$ cat src/rtl/multdiv_seq.sv
// Iterative signed multiply/divide engine with its own sequencer.
// Multiply uses radix-2 Booth steps and divide uses restoring steps on the
// operand magnitudes. Both run one iteration per clock on a shared
// 2*WIDTH-bit accumulator.
// Optional feature macro: MULTDIV_EARLY_OUT_EN. When it is defined, a zero
// operand skips the iterations and the engine goes straight to result fix-up.
module multdiv_seq #(
    parameter int unsigned WIDTH = 32,
    parameter int unsigned CNT_W = 6
) (
    input  logic             clock,
    input  logic             reset,
    input  logic             ctrl_MULT,
    input  logic             ctrl_DIV,
    input  logic [WIDTH-1:0] data_operandA,
    input  logic [WIDTH-1:0] data_operandB,
    output logic [WIDTH-1:0] data_result,
    output logic             data_exception,
    output logic             data_resultRDY,
    output logic             busy
);
    localparam int unsigned      ACC_W     = 2 * WIDTH;
    localparam logic [WIDTH-1:0] MOST_NEG  = {1'b1, {(WIDTH-1){1'b0}}};
    localparam logic [CNT_W-1:0] LAST_STEP = CNT_W'(WIDTH - 1);

    typedef enum logic [2:0] {S_IDLE, S_MULT, S_DIV, S_FIX, S_DONE} state_t;

    state_t           state;
    logic [CNT_W-1:0] count;
    logic [ACC_W-1:0] acc;
    logic             q_m1;
    logic [WIDTH-1:0] operand;    // multiplicand (MULT) or |divisor| (DIV)
    logic             is_div;
    logic             neg_q;
    logic             div_zero;
    logic             div_ovf;

    logic             start;
    logic             early;
    logic [WIDTH:0]   booth_sum;
    logic [ACC_W-1:0] booth_next;
    logic [ACC_W-1:0] div_shift;
    logic [WIDTH:0]   trial;
    logic [ACC_W-1:0] div_next;
    logic [WIDTH-1:0] quot;
    logic [WIDTH:0]   prod_top;
    logic             mult_ovf;

    function automatic logic [WIDTH-1:0] abs_val(input logic [WIDTH-1:0] x);
        return x[WIDTH-1] ? WIDTH'((~x) + WIDTH'(1)) : x;
    endfunction

    // Next-iteration datapath for both algorithms and the result fix-up terms
    always_comb begin
        start = ctrl_MULT | ctrl_DIV;

        // Booth: add/subtract on a sign-extended high word, then arithmetic shift
        booth_sum = {acc[ACC_W-1], acc[ACC_W-1:WIDTH]};
        case ({acc[0], q_m1})
            2'b01:   booth_sum = booth_sum + {operand[WIDTH-1], operand};
            2'b10:   booth_sum = booth_sum - {operand[WIDTH-1], operand};
            default: booth_sum = {acc[ACC_W-1], acc[ACC_W-1:WIDTH]};
        endcase
        booth_next = {booth_sum[WIDTH:1], booth_sum[0], acc[WIDTH-1:1]};

        // Restoring divide: shift, trial subtract, keep or restore remainder
        div_shift = {acc[ACC_W-2:0], 1'b0};
        trial     = {1'b0, div_shift[ACC_W-1:WIDTH]} - {1'b0, operand};
        div_next  = trial[WIDTH] ? div_shift
                                 : {trial[WIDTH-1:0], div_shift[WIDTH-1:1], 1'b1};

        quot     = neg_q ? WIDTH'((~acc[WIDTH-1:0]) + WIDTH'(1)) : acc[WIDTH-1:0];
        prod_top = acc[ACC_W-1:WIDTH-1];
        mult_ovf = ~((&prod_top) | ~(|prod_top));

        early = 1'b0;
`ifdef MULTDIV_EARLY_OUT_EN
        if (ctrl_MULT) begin
            early = (data_operandA == '0) || (data_operandB == '0);
        end else begin
            early = (data_operandB == '0);
        end
`endif
    end

    // Sequencer: a start pulse always wins and aborts any in-flight operation
    always_ff @(posedge clock or posedge reset) begin
        if (reset) begin
            state          <= S_IDLE;
            count          <= '0;
            acc            <= '0;
            q_m1           <= 1'b0;
            operand        <= '0;
            is_div         <= 1'b0;
            neg_q          <= 1'b0;
            div_zero       <= 1'b0;
            div_ovf        <= 1'b0;
            data_result    <= '0;
            data_exception <= 1'b0;
            data_resultRDY <= 1'b0;
            busy           <= 1'b0;
        end else if (start) begin
            count          <= '0;
            q_m1           <= 1'b0;
            busy           <= 1'b1;
            data_resultRDY <= 1'b0;
            neg_q          <= data_operandA[WIDTH-1] ^ data_operandB[WIDTH-1];
            div_zero       <= (data_operandB == '0);
            div_ovf        <= (data_operandA == MOST_NEG) && (data_operandB == '1);
            if (ctrl_MULT) begin
                is_div  <= 1'b0;
                operand <= data_operandA;
                acc     <= early ? '0 : {{WIDTH{1'b0}}, data_operandB};
                state   <= early ? S_FIX : S_MULT;
            end else begin
                is_div  <= 1'b1;
                operand <= abs_val(data_operandB);
                acc     <= {{WIDTH{1'b0}}, abs_val(data_operandA)};
                state   <= early ? S_FIX : S_DIV;
            end
        end else begin
            case (state)
                S_MULT: begin
                    acc   <= booth_next;
                    q_m1  <= acc[0];
                    count <= count + CNT_W'(1);
                    if (count == LAST_STEP) state <= S_FIX;
                end
                S_DIV: begin
                    acc   <= div_next;
                    count <= count + CNT_W'(1);
                    if (count == LAST_STEP) state <= S_FIX;
                end
                S_FIX: begin
                    if (!is_div) begin
                        data_result    <= acc[WIDTH-1:0];
                        data_exception <= mult_ovf;
                    end else if (div_zero) begin
                        data_result    <= '0;
                        data_exception <= 1'b1;
                    end else if (div_ovf) begin
                        data_result    <= MOST_NEG;
                        data_exception <= 1'b1;
                    end else begin
                        data_result    <= quot;
                        data_exception <= 1'b0;
                    end
                    data_resultRDY <= 1'b1;
                    state          <= S_DONE;
                end
                S_DONE: begin
                    data_resultRDY <= 1'b0;
                    busy           <= 1'b0;
                    state          <= S_IDLE;
                end
                default: begin
                    state <= S_IDLE;
                end
            endcase
        end
    end

endmodule

$ cat config.mk
export PLATFORM = sky130hd
export DESIGN_NAME = multdiv_seq
export DESIGN_NICKNAME = d
export VERILOG_FILES = /design/src/rtl/multdiv_seq.sv
export SDC_FILE = /design/constraint.sdc
export NUM_CORES = 1
export LEC_CHECK = 0
export BUFFER_PORTS_ARGS = -buffer_cell sky130_fd_sc_hd__buf_2
export CAP_MARGIN = 20
export CORE_MARGIN = 2
export CORE_UTILIZATION = 40
export DETAILED_ROUTE_END_ITERATION = 12
export PLACE_DENSITY = 0.66
export SLEW_MARGIN = 40
export SYNTH_ARGS = -nofsm -noshare
export SYNTH_HDL_FRONTEND = slang
export SYNTH_SLANG_ARGS = --single-unit
export TNS_END_PERCENT = 5
$ cat constraint.sdc
create_clock -name clock -period 4.8 [get_ports clock]
set_clock_uncertainty 0.2 [all_clocks]
set_input_delay 0.24 -clock clock [delete_from_list [all_inputs] [get_ports clock]]
set_output_delay 0.24 -clock clock [all_outputs]
set_load 0.02 [all_outputs]
==> flow_metrics.py <==
metrics = {
    "run_status": {
        "outcome": "finished, final reports clean",
    },
    "global_routing": {
        "grt_pass1_vias": 13470,
        "grt_max_degree": 110,
        "grt_antenna_before_repair": 0,
        "grt_overflow_total": 0,
        "grt_pass1_wl_um": 75000,
        "grt_util_all_layers": 0.266,
    },
    "cells_and_area": {
        "antenna_cells": 0,
        "fillers": 3388,
        "nets": 2042,
        "layout-drive-gt1-share": 0.112,
        "mostFrequentLayoutCells": "258 x nand2_1, 181 x o21ai_0, 158 x a21oi_1",
        "areaGrowthSynthToFinish_pct": 14.6,
        "mostFrequentLayoutCell": "nand2_1",
    },
    "synth": {
        "synth_async_sr_flop_share": 1.00,
        "syn_inst": 1802,
        "seq_area_frac_synth": 0.264,
        "syn_nets": 1944,
        "synthFlopType": "dfrtp_1",
        "ys_seq_elements": 145,
        "synth.distinct_cells": 96,
        "synth-edff-count": 0,
        "syn_area_sq_mm": 0.0137,
        "avgSynthCellArea_sq_um": 7.62,
        "yosys_warnings": 0,
    },
    "placement": {
        "io_buffers": 102,
        "gp_congestion": 0.921,
        "dp_hpwl_um": 36000,
        "dp_worst_setup_slack_ps": 233,
    },
    "power_and_ir_drop": {
        "switchingPower_mw": 1.89,
        "power_mw": 4.77,
        "p_int_mw": 2.89,
        "vdd_drop_max_mv": 0.243,
        "p_leak_nw": 6.69,
        "combinationalPowerShare": 0.384,
        "p_seq_frac": 0.329,
        "powerDensity_mw_per_mm2": 303,
        "switching_share": 0.395,
        "p_clk_frac": 0.287,
    },
    "timing": {
        "fmax_ghz": 0.222,
        "hold_violations": 0,
        "worst_pin_slew_ps": 851,
        "fin_ws_ps": 297,
        "slew_violations": 0,
        "setup_violations": 0,
        "period_needed_ps": 4500,
        "rsz0062_at_grt": "yes",
        "min_period_over_period": 0.938,
        "max_slew_margin": 0.431,
    },
    "min_path": {
        "hp-class": "in -> reg",
        "hp-start": "ctrl_DIV",
        "hold_depth": 4,
        "min_to": "div_ovf",
    },
    "die": {
        "fp.dieW_um": 189,
        "initial_utilization": 0.408,
        "rows": 67,
        "fp.dieH_um": 189,
        "pin_count": 103,
        "dieArea_sq_mm": 0.0358,
        "coreArea_sq_mm": 0.0337,
    },
    "setup_path": {
        "end_kind": "flip-flop",
        "cp_data_arrival_time_ps": 4640,
        "timing.critical_path.from_type": "flip-flop",
        "critPathRequiredTime_ps": 4940,
        "rr_worst_depth": 19,
        "path_class": "reg -> reg",
        "crit_fanout": 6,
        "r2r_start": "operand[6]",
        "r2r_slack_ps": 300,
        "rr_endpoint": "acc[61]",
    },
    "run": {
        "cap_viol_max_count": 0,
    },
    "detailed_routing": {
        "wire_per_inst_um": 20.4,
        "drt_wl_total_um": 48100,
        "drt_pre_antenna_iters": 6,
        "vias": 14251,
        "drc": 0,
        "via_per_inst": 6.04,
        "ant_nets": 0,
        "drt_iter0_drc": 1301,
    },
    "clock_network": {
        "insertion_delay_ps": 440,
        "clk_pin_slew_ps": 60,
        "post-cts-setup-buffer-count": 0,
        "clock_sinks": 145,
        "cts-root-buf": "clkbuf_16",
        "numCtsBuffers": 17,
        "cts_tree": "yes",
        "clock_path_buffers": 2,
        "htreeDepth": 4,
    },
}
-- power groups by stage --
stage | clock network, mW | registers, mW | logic [mW]
after CTS | 1.38 | 1.57 | 1.81
after global routing | 1.43 | 1.59 | 2.02
final | 1.37 | 1.57 | 1.83
after floorplan | 0 | 1.63 | 1.19
after global placement | 0 | 1.58 | 1.75
after detailed placement | 0 | 1.59 | 1.77
-- cell type report --
cell class	instances	area [sq um]	area share
Inverter	61	241	0.0153
Tap cell	448	561	0.0356
Multi-Input combinational cell	1483	9410	0.598
Sequential cell	145	3630	0.231
Timing Repair Buffer	192	1320	0.0839
Clock inverter	10	109	0.00692
Clock buffer	22	474	0.0301
-- per-layer routing --
layer | wire [um] | up-vias | track usage
met5 | 0 | - | 0
met4 | 1370 | 0 | 0.0856
met3 | 3540 | 78 | 0.0447
met2 | 21900 | 603 | 0.421
met1 | 21200 | 6838 | 0.370
li1 | - | 6732 | -
-- flip-flops by register name (all words and copies together) (netlist names) --
name / flops
neg_q: 1
operand: 32
data_resultRDY: 1
busy: 1
state: 3
data_result: 32
count: 6
q_m1: 1
is_div: 1
data_exception: 1
acc: 64
div_ovf: 1
div_zero: 1
-- cells in the mapped netlist (all sizes together), types with 34 or more instances --
cell type	number	area share
nor2	138	0.038
ha	72	0.066
xnor2	101	0.064
nor3	37	0.014
dfrtp	145	0.26
clkbuf	89	0.027
nand4	34	0.015
xor2	75	0.048
a21oi	159	0.058
nand2	260	0.071
o21ai	185	0.067
inv	61	0.017
-- metrics by stage --
stage / hold slack (ps) / TNS, ps / area (sq um) / cells / utilization
after floorplan: 157 / 0 / 13700 / 1802 / -
after global placement: 260 / 0 / 14600 / 2276 / 0.433
after detailed placement: 265 / 0 / 14600 / 2276 / 0.433
after CTS: 1.18 / 0 / 15700 / 2361 / 0.466
after global routing: 27.6 / -24.0 / 15700 / 2361 / 0.467
final: 11.4 / 0 / 15700 / 2361 / 0.467
-- critical path, cell delays in order (launching register included) --
cell and delay, ps:
dfrtp_1 430, nor4_1 290, buf_4 170, nand2_1 50
nor2_1 190, nand2_1 140, nor4_1 310, buf_4 190
and3_1 200, a31oi_1 120, xnor2_1 160, ha_2 390
nand4_1 190, or2_2 360, o31ai_1 220, a21oi_1 70
o21ai_0 220, xnor2_1 100, o21a_1 170, o31ai_1 220
-- worst max-delay path by stage --
| stage | start | endpoint | cells after the start |
|---|---|---|---|
| after CTS | operand[1] | acc[61] | 17 |
| after floorplan | reset | acc[0] | 1 |
| after global routing | operand[6] | acc[61] | 19 |
| after global placement | operand[1] | acc[61] | 17 |
| after detailed placement | operand[1] | acc[61] | 17 |
| final | operand[6] | acc[61] | 19 |
-- repair_timing --
action                                  CTS  global route
endpoints found under the setup margin    0             5
gates resized for setup                   0             5
hold endpoints to repair                155             0
hold buffers                             53             0
-- kinds of logic after synthesis --
logic type                 synth area share
and+or+nand+nor                       0.215
AOI/OAI and AO/OA                     0.273
xor gates and xnor gates              0.112
buffers and inverters                0.0553
DFF                                   0.264
adders and majority gates            0.0685
muxes                                0.0122
Power figures use the tool's default switching activity.
